$ cat config.mk
export PLATFORM = sky130hd
export DESIGN_NAME = led_sweep_decoder
export DESIGN_NICKNAME = d
export VERILOG_FILES = /design/src/rtl/led_sweep_decoder_pkg.sv /design/src/rtl/led_sweep_decoder_onehot_classifier.sv /design/src/rtl/led_sweep_decoder.sv
export SDC_FILE = /design/constraint.sdc
export NUM_CORES = 1
export LEC_CHECK = 0
export ABC_AREA = 1
export CAP_MARGIN = 20
export CORE_AREA = 2 2 56 58
export DETAILED_ROUTE_END_ITERATION = 12
export DIE_AREA = 0 0 58 60
export GPL_TIMING_DRIVEN = 0
export PLACE_DENSITY = 0.87
export SKIP_CTS_REPAIR_TIMING = 1
export SLEW_MARGIN = 15
export SYNTH_ARGS = -nofsm -noshare
export SYNTH_HDL_FRONTEND = slang
export SYNTH_SLANG_ARGS = --single-unit
$ cat constraint.sdc
create_clock -name clock -period 3.4 [get_ports clock]
set_input_delay 0.68 -clock clock [delete_from_list [all_inputs] [get_ports clock]]
set_output_delay 0.68 -clock clock [all_outputs]
set_load 0.005 [all_outputs]
$ cat src/rtl/led_sweep_decoder_pkg.sv
// Shared types for the LED sweep decoder: FSM states, LED pattern classes, bar size.
// Imported by the classifier and the top-level decoder.
package led_sweep_decoder_pkg;

  localparam int LED_COUNT = 10;

  typedef enum logic [1:0] {
    IDLE       = 2'd0,
    ACQUIRE    = 2'd1,
    TRACK_UP   = 2'd2,
    TRACK_DOWN = 2'd3
  } state_t;

  typedef enum logic [1:0] {
    ZERO   = 2'd0,
    ONEHOT = 2'd1,
    MULTI  = 2'd2
  } pat_class_t;

endpackage

$ cat src/rtl/led_sweep_decoder_onehot_classifier.sv
// Combinational LED pattern classifier: none / exactly one / several bits lit.
// Zero latency, no flow control; idx is meaningful only when pat_class is ONEHOT.
module led_sweep_decoder_onehot_classifier
  import led_sweep_decoder_pkg::*;
#(
  parameter int N_LEDS = LED_COUNT,
  parameter int POS_W  = 4
) (
  input  logic [N_LEDS-1:0] leds,
  output pat_class_t        pat_class,
  output logic [POS_W-1:0]  idx
);

  logic any_set;
  logic multi_set;

  // Clearing the lowest set bit leaves something only if two or more bits were set.
  assign any_set   = |leds;
  assign multi_set = |(leds & (leds - {{(N_LEDS-1){1'b0}}, 1'b1}));

  always_comb begin
    pat_class = ZERO;
    if (multi_set) begin
      pat_class = MULTI;
    end else if (any_set) begin
      pat_class = ONEHOT;
    end
  end

  always_comb begin
    idx = '0;
    for (int i = 0; i < N_LEDS; i++) begin
      if (leds[i]) begin
        idx = POS_W'(i);
      end
    end
  end

endmodule

$ cat src/rtl/led_sweep_decoder.sv
// Tracks a bouncing single-lit LED bar: position, direction, bounce count, illegal-pattern flags.
// Outputs registered one clock after a sample_en cycle; everything holds while sample_en is low.
module led_sweep_decoder
  import led_sweep_decoder_pkg::*;
#(
  parameter int N_LEDS = LED_COUNT,
  parameter int POS_W  = 4,
  parameter int CNT_W  = 8
) (
  input  logic              clock,
  input  logic              reset,
  input  logic              sample_en,
  input  logic [N_LEDS-1:0] leds,
  input  logic              clear_err,
  output logic [POS_W-1:0]  position,
  output logic              dir_up,
  output logic              locked,
  output logic [CNT_W-1:0]  bounce_count,
  output logic              error,
  output logic              err_sticky
);

  localparam logic [POS_W-1:0] POS_TOP  = POS_W'(N_LEDS - 1);
  localparam logic [POS_W-1:0] POS_NEAR = POS_W'(N_LEDS - 2);
  localparam logic [POS_W-1:0] POS_ONE  = POS_W'(1);

  pat_class_t       pat_class;
  logic [POS_W-1:0] p;

  state_t           state, state_n;
  logic [POS_W-1:0] position_n;
  logic             dir_up_n;
  logic             locked_n;
  logic [CNT_W-1:0] bounce_count_n;
  logic             bad;
  logic             err_sticky_n;

  logic same, step_up, step_dn;

  led_sweep_decoder_onehot_classifier #(
    .N_LEDS (N_LEDS),
    .POS_W  (POS_W)
  ) u_classifier (
    .leds      (leds),
    .pat_class (pat_class),
    .idx       (p)
  );

  // Widened compare for the upward step so q+1 never aliases back to 0.
  assign same    = (p == position);
  assign step_up = ({1'b0, p} == ({1'b0, position} + {{POS_W{1'b0}}, 1'b1}));
  assign step_dn = (position != '0) && (p == (position - POS_ONE));

  always_comb begin
    state_n        = state;
    position_n     = position;
    dir_up_n       = dir_up;
    locked_n       = locked;
    bounce_count_n = bounce_count;
    bad            = 1'b0;

    if (sample_en) begin
      case (pat_class)
        ZERO: begin
          state_n  = IDLE;
          locked_n = 1'b0;
        end
        MULTI: begin
          bad      = 1'b1;
          state_n  = IDLE;
          locked_n = 1'b0;
        end
        default: begin
          position_n = p;
          case (state)
            IDLE: begin
              state_n = ACQUIRE;
            end
            ACQUIRE: begin
              if (!same) begin
                if (step_up) begin
                  state_n  = TRACK_UP;
                  dir_up_n = 1'b1;
                  locked_n = 1'b1;
                end else if (step_dn) begin
                  state_n  = TRACK_DOWN;
                  dir_up_n = 1'b0;
                  locked_n = 1'b1;
                end else begin
                  bad = 1'b1;
                end
              end
            end
            TRACK_UP: begin
              if (!same) begin
                if (step_up && (position != POS_TOP)) begin
                  state_n = TRACK_UP;
                end else if ((position == POS_TOP) && (p == POS_NEAR)) begin
                  state_n        = TRACK_DOWN;
                  dir_up_n       = 1'b0;
                  bounce_count_n = bounce_count + 1'b1;
                end else begin
                  bad = 1'b1;
                end
              end
            end
            TRACK_DOWN: begin
              if (!same) begin
                if (step_dn) begin
                  state_n = TRACK_DOWN;
                end else if ((position == '0) && (p == POS_ONE)) begin
                  state_n        = TRACK_UP;
                  dir_up_n       = 1'b1;
                  bounce_count_n = bounce_count + 1'b1;
                end else begin
                  bad = 1'b1;
                end
              end
            end
            default: begin
              state_n = IDLE;
            end
          endcase
          if (bad) begin
            state_n  = IDLE;
            locked_n = 1'b0;
          end
        end
      endcase
    end

    // A fresh error outranks a simultaneous clear.
    if (bad) begin
      err_sticky_n = 1'b1;
    end else if (clear_err) begin
      err_sticky_n = 1'b0;
    end else begin
      err_sticky_n = err_sticky;
    end
  end

  always_ff @(posedge clock) begin
    if (reset) begin
      state        <= IDLE;
      position     <= '0;
      dir_up       <= 1'b1;
      locked       <= 1'b0;
      bounce_count <= '0;
      error        <= 1'b0;
      err_sticky   <= 1'b0;
    end else begin
      state        <= state_n;
      position     <= position_n;
      dir_up       <= dir_up_n;
      locked       <= locked_n;
      bounce_count <= bounce_count_n;
      error        <= bad;
      err_sticky   <= err_sticky_n;
    end
  end

endmodule

### Yosys cells after proc, flatten, opt, wreduce, memory -nomap -nowiden

Cells that the tools add are included.

| word-level totals | value |
|---|---|
| bits in registers | 18 |
| latch bits | 0 |
| memory bits (writable) | 0 |
| ROM bits | 0 |
| bits of input ports | 14 |
| output and inout port bits | 16 |
| logic and storage cells | 122 |
| memories | 0 |

| cells by class | value |
|---|---|
| add/sub/neg operators | 4 |
| multipliers | 0 |
| divide/modulo/power cells | 0 |
| magnitude comparators | 0 |
| equality and inequality tests | 26 |
| shifts and indexed selects | 0 |
| muxes and demuxes | 62 |
| bitwise operators | 2 |
| reductions and logical operators | 21 |

Operators with widths:

| cell | count |
|---|---|
| 2-to-1 mux 8 bit | 6 |
| 2-to-1 mux 1 bit | 31 |
| 2-to-1 mux 2 bit | 14 |
| OR reduction 10 bit | 2 |
| != test 4 bit (second input constant) | 4 |
| case mux 8 bit (2 select lines) | 1 |
| != test 5 bit (second input constant) | 3 |
| != test 2 bit (second input constant) | 7 |
| 2-to-1 mux 3 bit | 4 |
| AND reduction 11 bit | 1 |
| bitwise AND 10 bit | 1 |
| subtractor 10 x 1 -> 10 bit (second input constant) | 1 |
| AND reduction 9 bit | 1 |
| adder 8 x 1 -> 8 bit (second input constant) | 1 |
| == test 4 bit | 2 |
| == test 4 bit (second input constant) | 2 |
| 2-to-1 mux 4 bit | 2 |
| case mux 2 bit (4 select lines) | 1 |
| nonzero test 4 bit | 2 |
| AND reduction 7 bit | 1 |
| == test 2 bit (second input constant) | 3 |
| case mux 1 bit (3 select lines) | 2 |
| nonzero test 3 bit | 2 |
| adder 4 x 1 -> 5 bit (second input constant) | 1 |
| 15 further kinds | 20 |

### Depth between registers and ports, before layout

| logic depth | value |
|---|---|
| depth after elaboration | 20 |
| gate-level depth with buffers | 18 |
| gate-level depth less buffers | 18 |

### Modules after synthesis

A second synthesis with hierarchy kept.

| unflattened totals | value |
|---|---|
| cell total of the unflattened synthesis | 263 |
| area total of the unflattened synthesis | 1615.3 um^2 |

By module, submodules not included:

| module | instances | cells an instance | area each (um^2) | sequential area each (um^2) |
|---|---|---|---|---|
| led_sweep_decoder | 1 | 214 | 1385.1 | 360.3 |
| led_sweep_decoder_onehot_classifier | 1 | 49 | 230.2 | 0.0 |

### Worst setup path after synthesis

OpenSTA, ideal clock, no wires.

| timing path | value |
|---|---|
| path type | input -> register |
| start point | input port leds[6] |
| end point | register bounce_count[2] |
| library setup time | 0.114 ns |
| arrival time | 1.926 ns |
| data required time | 3.286 ns |
| setup slack | 1.360 ns |
| cell stages on the path | 11 |
| path buffers | 0 |
| path through | nor2_1 nand2_2 nor2_2 maj3_4 nand3_4 nor2_8 nand3_2 nor2_4 nand2_1 xor2_1 nor2_1 |

| on the way | value |
|---|---|
| cells in the longest elaborated chain, start to end | 8 |
| elaborated cells between the ends (all ways) | 30 |
| those cells by class | add/sub (1); eq/ne (12); mux (6); bitwise (2); reduce/logical (9) |

Ends and longest elaborated chain:

| item | line | text |
|---|---|---|
| start: declaration | led_sweep_decoder.sv:13 | `input logic [N_LEDS-1:0] leds,` |
| subtractor 10 x 1 -> 10 bit / 2-to-1 mux 3 bit (equally long branches) | led_sweep_decoder_onehot_classifier.sv:19, led_sweep_decoder_onehot_classifier.sv:33 |  |
| bitwise AND 10 bit / 2-to-1 mux 3 bit (equally long branches) | led_sweep_decoder_onehot_classifier.sv:19, led_sweep_decoder_onehot_classifier.sv:33 |  |
| OR reduction 10 bit / 2-to-1 mux 4 bit (equally long branches) | led_sweep_decoder_onehot_classifier.sv:19, led_sweep_decoder_onehot_classifier.sv:33 |  |
| 2-to-1 mux 2 bit / 2-to-1 mux 4 bit (equally long branches) | led_sweep_decoder_onehot_classifier.sv:23, led_sweep_decoder_onehot_classifier.sv:33 |  |
| == test 2 bit, or another cell as far along | led_sweep_decoder.sv:63 | `case (pat_class)` |
| OR reduction 2 bit (no line), or another cell as far along | -- |  |
| inverter 1 bit (no line) / != test 2 bit (equally long branches) | -- |  |
| AND reduction 9 bit (no line) * | -- |  |
| end signal: assignment | led_sweep_decoder.sv:156 | `bounce_count <= bounce_count_n;` |
| end: declaration | led_sweep_decoder.sv:18 | `output logic [CNT_W-1:0] bounce_count,` |

Mark *: on every way between the ends. The rest lies on a longest branch, timed or not.
A chain may end at the register's enable or synchronous reset.

### Worst setup path in the final report

| timing path | value |
|---|---|
| start point | input port leds[4] |
| end point | register state[0] |

| on the way | value |
|---|---|
| cells in the longest elaborated chain, start to end | 16 |
| elaborated cells between the ends (all ways) | 52 |
| those cells by class | add/sub (1); eq/ne (12); mux (29); bitwise (1); reduce/logical (9) |

Ends and longest elaborated chain:

| item | line | text |
|---|---|---|
| 2-to-1 mux 3 bit (4 in a row) | led_sweep_decoder_onehot_classifier.sv:33 | `if (leds[i]) begin` |
| 2-to-1 mux 4 bit (2 in a row) | led_sweep_decoder_onehot_classifier.sv:33 |  |
| == test 4 x 1 -> 1 bit, or another cell as far along | led_sweep_decoder.sv:111 | `end else if ((position == '0) && (p == POS_ONE)) begin` |
| logical AND 1 bit (on tied branches) | led_sweep_decoder.sv:111, led_sweep_decoder.sv:52, led_sweep_decoder.sv:98 |  |
| 2-to-1 mux 1 bit (on tied branches) | led_sweep_decoder.sv:111, led_sweep_decoder.sv:85, led_sweep_decoder.sv:98 |  |
| 2-to-1 mux 1 bit (on tied branches) | led_sweep_decoder.sv:109, led_sweep_decoder.sv:81, led_sweep_decoder.sv:96 |  |
| 2-to-1 mux 1 bit (on tied branches) | led_sweep_decoder.sv:108, led_sweep_decoder.sv:80, led_sweep_decoder.sv:95 |  |
| case mux 1 bit (3 select lines) | led_sweep_decoder.sv:75 | `case (state)` |
| 2-to-1 mux 1 bit | led_sweep_decoder.sv:63 |  |
| 2-to-1 mux 1 bit | led_sweep_decoder.sv:62 | `if (sample_en) begin` |
| != test 5 bit (no line), or another cell as far along | -- |  |
| AND reduction 7 bit (no line) / 2-to-1 mux 2 bit (equally long branches) | -- |  |
| end signal: assignment | led_sweep_decoder.sv:152 | `state <= state_n;` |
| end: declaration | led_sweep_decoder.sv:30 | `state_t state, state_n;` |

Several ways; a longest one is shown, not always the timed one. The select of a mux whose other input is x is not followed.

==> results.yml <==
final_layout:
  final_nets: 291
  final_common_cell: "nand2_1"
  antenna_cells: 0
  layout-drive-gt1-share: 0.1033
  syn_to_final_growth_pct: 23.73
  final_cell_mix: "nand2_1 (65), nor2_1 (28), clkdlybuf4s50_1 (28)"
floorplanning:
  coreArea_sq_mm: 0.002903
  initial_utilization: 0.5194
  dieWidth_um: 58
  row_count: 20
  die-area_sq_mm: 0.003480
  die_y_um: 60
  io_pins: 30
route:
  vias_per_cell: 5.286
  wirelength_mm: 3.432
  avgRoutedWirePerCell_um: 11.29
  antenna_left: 0
  drc: 0
  drtIter0Drc: 69
  drt_first_pass_iters: 4
  vias: 1607
timing:
  tns_ns: 0
  fmax_ghz: 0.4046
  setup_viol: 0
  rsz0062_at_grt: "no"
  min_period_ns: 2.471
  worstMarginPinSlew_ns: 0.4359
  maxSlewHeadroom: 0.7094
  slew_violations: 0
  fin_skew_ns: 0.003179
  setup_ws_ns: 0.9287
  final_hold_viol_count: 0
  hold_ws_ns: 0.4798
  finalCritPeriodShare: 0.7269
synthesis:
  yosys_warnings: 0
  syn_nets: 258
  synth_area_leaders: "dfxtp_1 (24%), nand2_1 (16%), nand3_1 (7.0%)"
  postSynthCellCount: 239
  synth_top_area_share: 0.2390
  synth_seq_cells: 18
  ys_types: 29
  avgSynthCellArea_sq_um: 6.308
  yosysTopAreaCell: "dfxtp_1"
  syn-cell-area_sq_mm: 0.001508
  seq_area_frac_synth: 0.2390
grt:
  antenna_found_initial: 0
  overflow: 0
  grt_max_degree: 11
  grt_pass1_vias: 1384
  grt_pass1_wl_mm: 5.823
  track_usage: 0.2110
pwr:
  ir_worst_vdd_mv: 0.3655
  powerDensity_mw_per_mm2: 233.7
  p_leak_nw: 0.8248
placement:
  place_hpwl_mm: 2.744
  io_buffers: 28
  gp_congestion: 0.9020
  dpl_worst_slack_ns: 0.6225
cts:
  root_buffer: "clkbuf_4"
  clockBufferDepth: 2
  cts_tree: "built"
  clkTransAtPathRegs_ns: 0.10
  clkSinkCount: 18
  insertion_delay_ns: 0.29
  numCtsBuffers: 3
  cts-htree-levels: 1
worst_setup_path:
  end_kind: "flip-flop"
  startpoint_type: "primary input"
  crit_type: "in2reg"
  cp.required_ns: 3.64
  path_max_fanout: 4
  r2r_cells: 15
  crit_arrival_ns: 2.71
job:
  maxCapViolations: 0
hold_path:
  holdPathStages: 2
  min_path_type: "reg2reg"
outcome:
  status: "finished clean"
==> area by class of cell <==
| cell class | instances | area (sq um) |
|---|---|---|
| Fill cell | 280 | 1037 |
| Multi-Input combinational cell | 191 | 1033 |
| Sequential cell | 18 | 360.3 |
| Timing Repair Buffer | 28 | 280.3 |
| Inverter | 28 | 105.1 |
| Tap cell | 33 | 41.29 |
| Clock buffer | 4 | 36.28 |
| Buffer | 2 | 8.758 |
==> cells in the mapped netlist (all sizes together) <==
master,instances
nand2,68
nor2,38
inv,28
nand3,28
dfxtp,18
o21ai,13
a21oi,12
nand4,8
xor2,6
ha,5
nor3,3
nand3b,2
nor3b,2
xnor2,2
a21boi,1
a31oi,1
buf,1
clkbuf,1
maj3,1
or2,1
==> report_power, final <==
part | switching, mW | internal, mW | leakage [nW]
combinational | 0.0516 | 0.0355 | 0.658
clock | 0.0670 | 0.0653 | 0.0210
sequential | 0.00300 | 0.214 | 0.146
total | 0.122 | 0.314 | 0.825
==> logic make-up after synthesis <==
| family | Yosys count | share of synthesized area |
|---|---|---|
| AO/OA/AOI/OAI | 27 | 0.09212 |
| flip-flops | 18 | 0.2390 |
| XOR/XNOR | 8 | 0.04647 |
| adder cells (fa/ha/maj) | 6 | 0.05062 |
| AND/OR/NAND/NOR | 150 | 0.4963 |
| buffers and inverters | 30 | 0.07551 |
==> worst paths after layout <==
check                           startpoint                 endpoint  slack [ns]
setup / recovery                   leds[4]    state[0]$_SDFFE_PP0P_        0.93
setup reg to reg  position[0]$_SDFFE_PP0P_    state[0]$_SDFFE_PP0P_        1.24
hold reg to reg    err_sticky$_SDFFE_PP0P_  err_sticky$_SDFFE_PP0P_        0.48
hold / removal     err_sticky$_SDFFE_PP0P_  err_sticky$_SDFFE_PP0P_        0.48
==> metal layers <==
layer,vias up,GRT usage,wire [um]
li1,841,-,-
met1,741,0.2853,1690
met2,23,0.3604,1612
met3,2,0.03896,114
met4,0,0.02658,13
met5,-,0,0
==> registers in the layout, summed over array words and instances (netlist names) <==
| register | flops |
|---|---|
| locked | 1 |
| bounce_count | 8 |
| state | 2 |
| err_sticky | 1 |
| error | 1 |
| dir_up | 1 |
| position | 4 |
==> metrics by stage <==
step	power [mW]	cell area, sq um	util	cells
3_5_place_dp	0.3078	1829	0.6302	300
3_3_place_gp	0.3061	1829	0.6302	300
4_1_cts	0.4355	1866	0.6427	304
5_1_grt	0.4550	1866	0.6427	304
6_report	0.4360	1866	0.6427	304
2_1_floorplan	0.2740	1508	-	239
==> worst max-delay path, stage by stage <==
cell and delay [ns]:
clkdlybuf4s50_1 0.46, nor2_2 0.20, nand2_2 0.12, nand2_2 0.11
nand2_1 0.08, nand3b_1 0.09, nand3_1 0.07, nor2_1 0.15
nand2_1 0.12, nand3_2 0.11, nand3_2 0.11, nand2_1 0.10
nand2_1 0.06, nand2_1 0.06, nand3_1 0.07, nor2_1 0.12
Power figures use the tool's default switching activity.
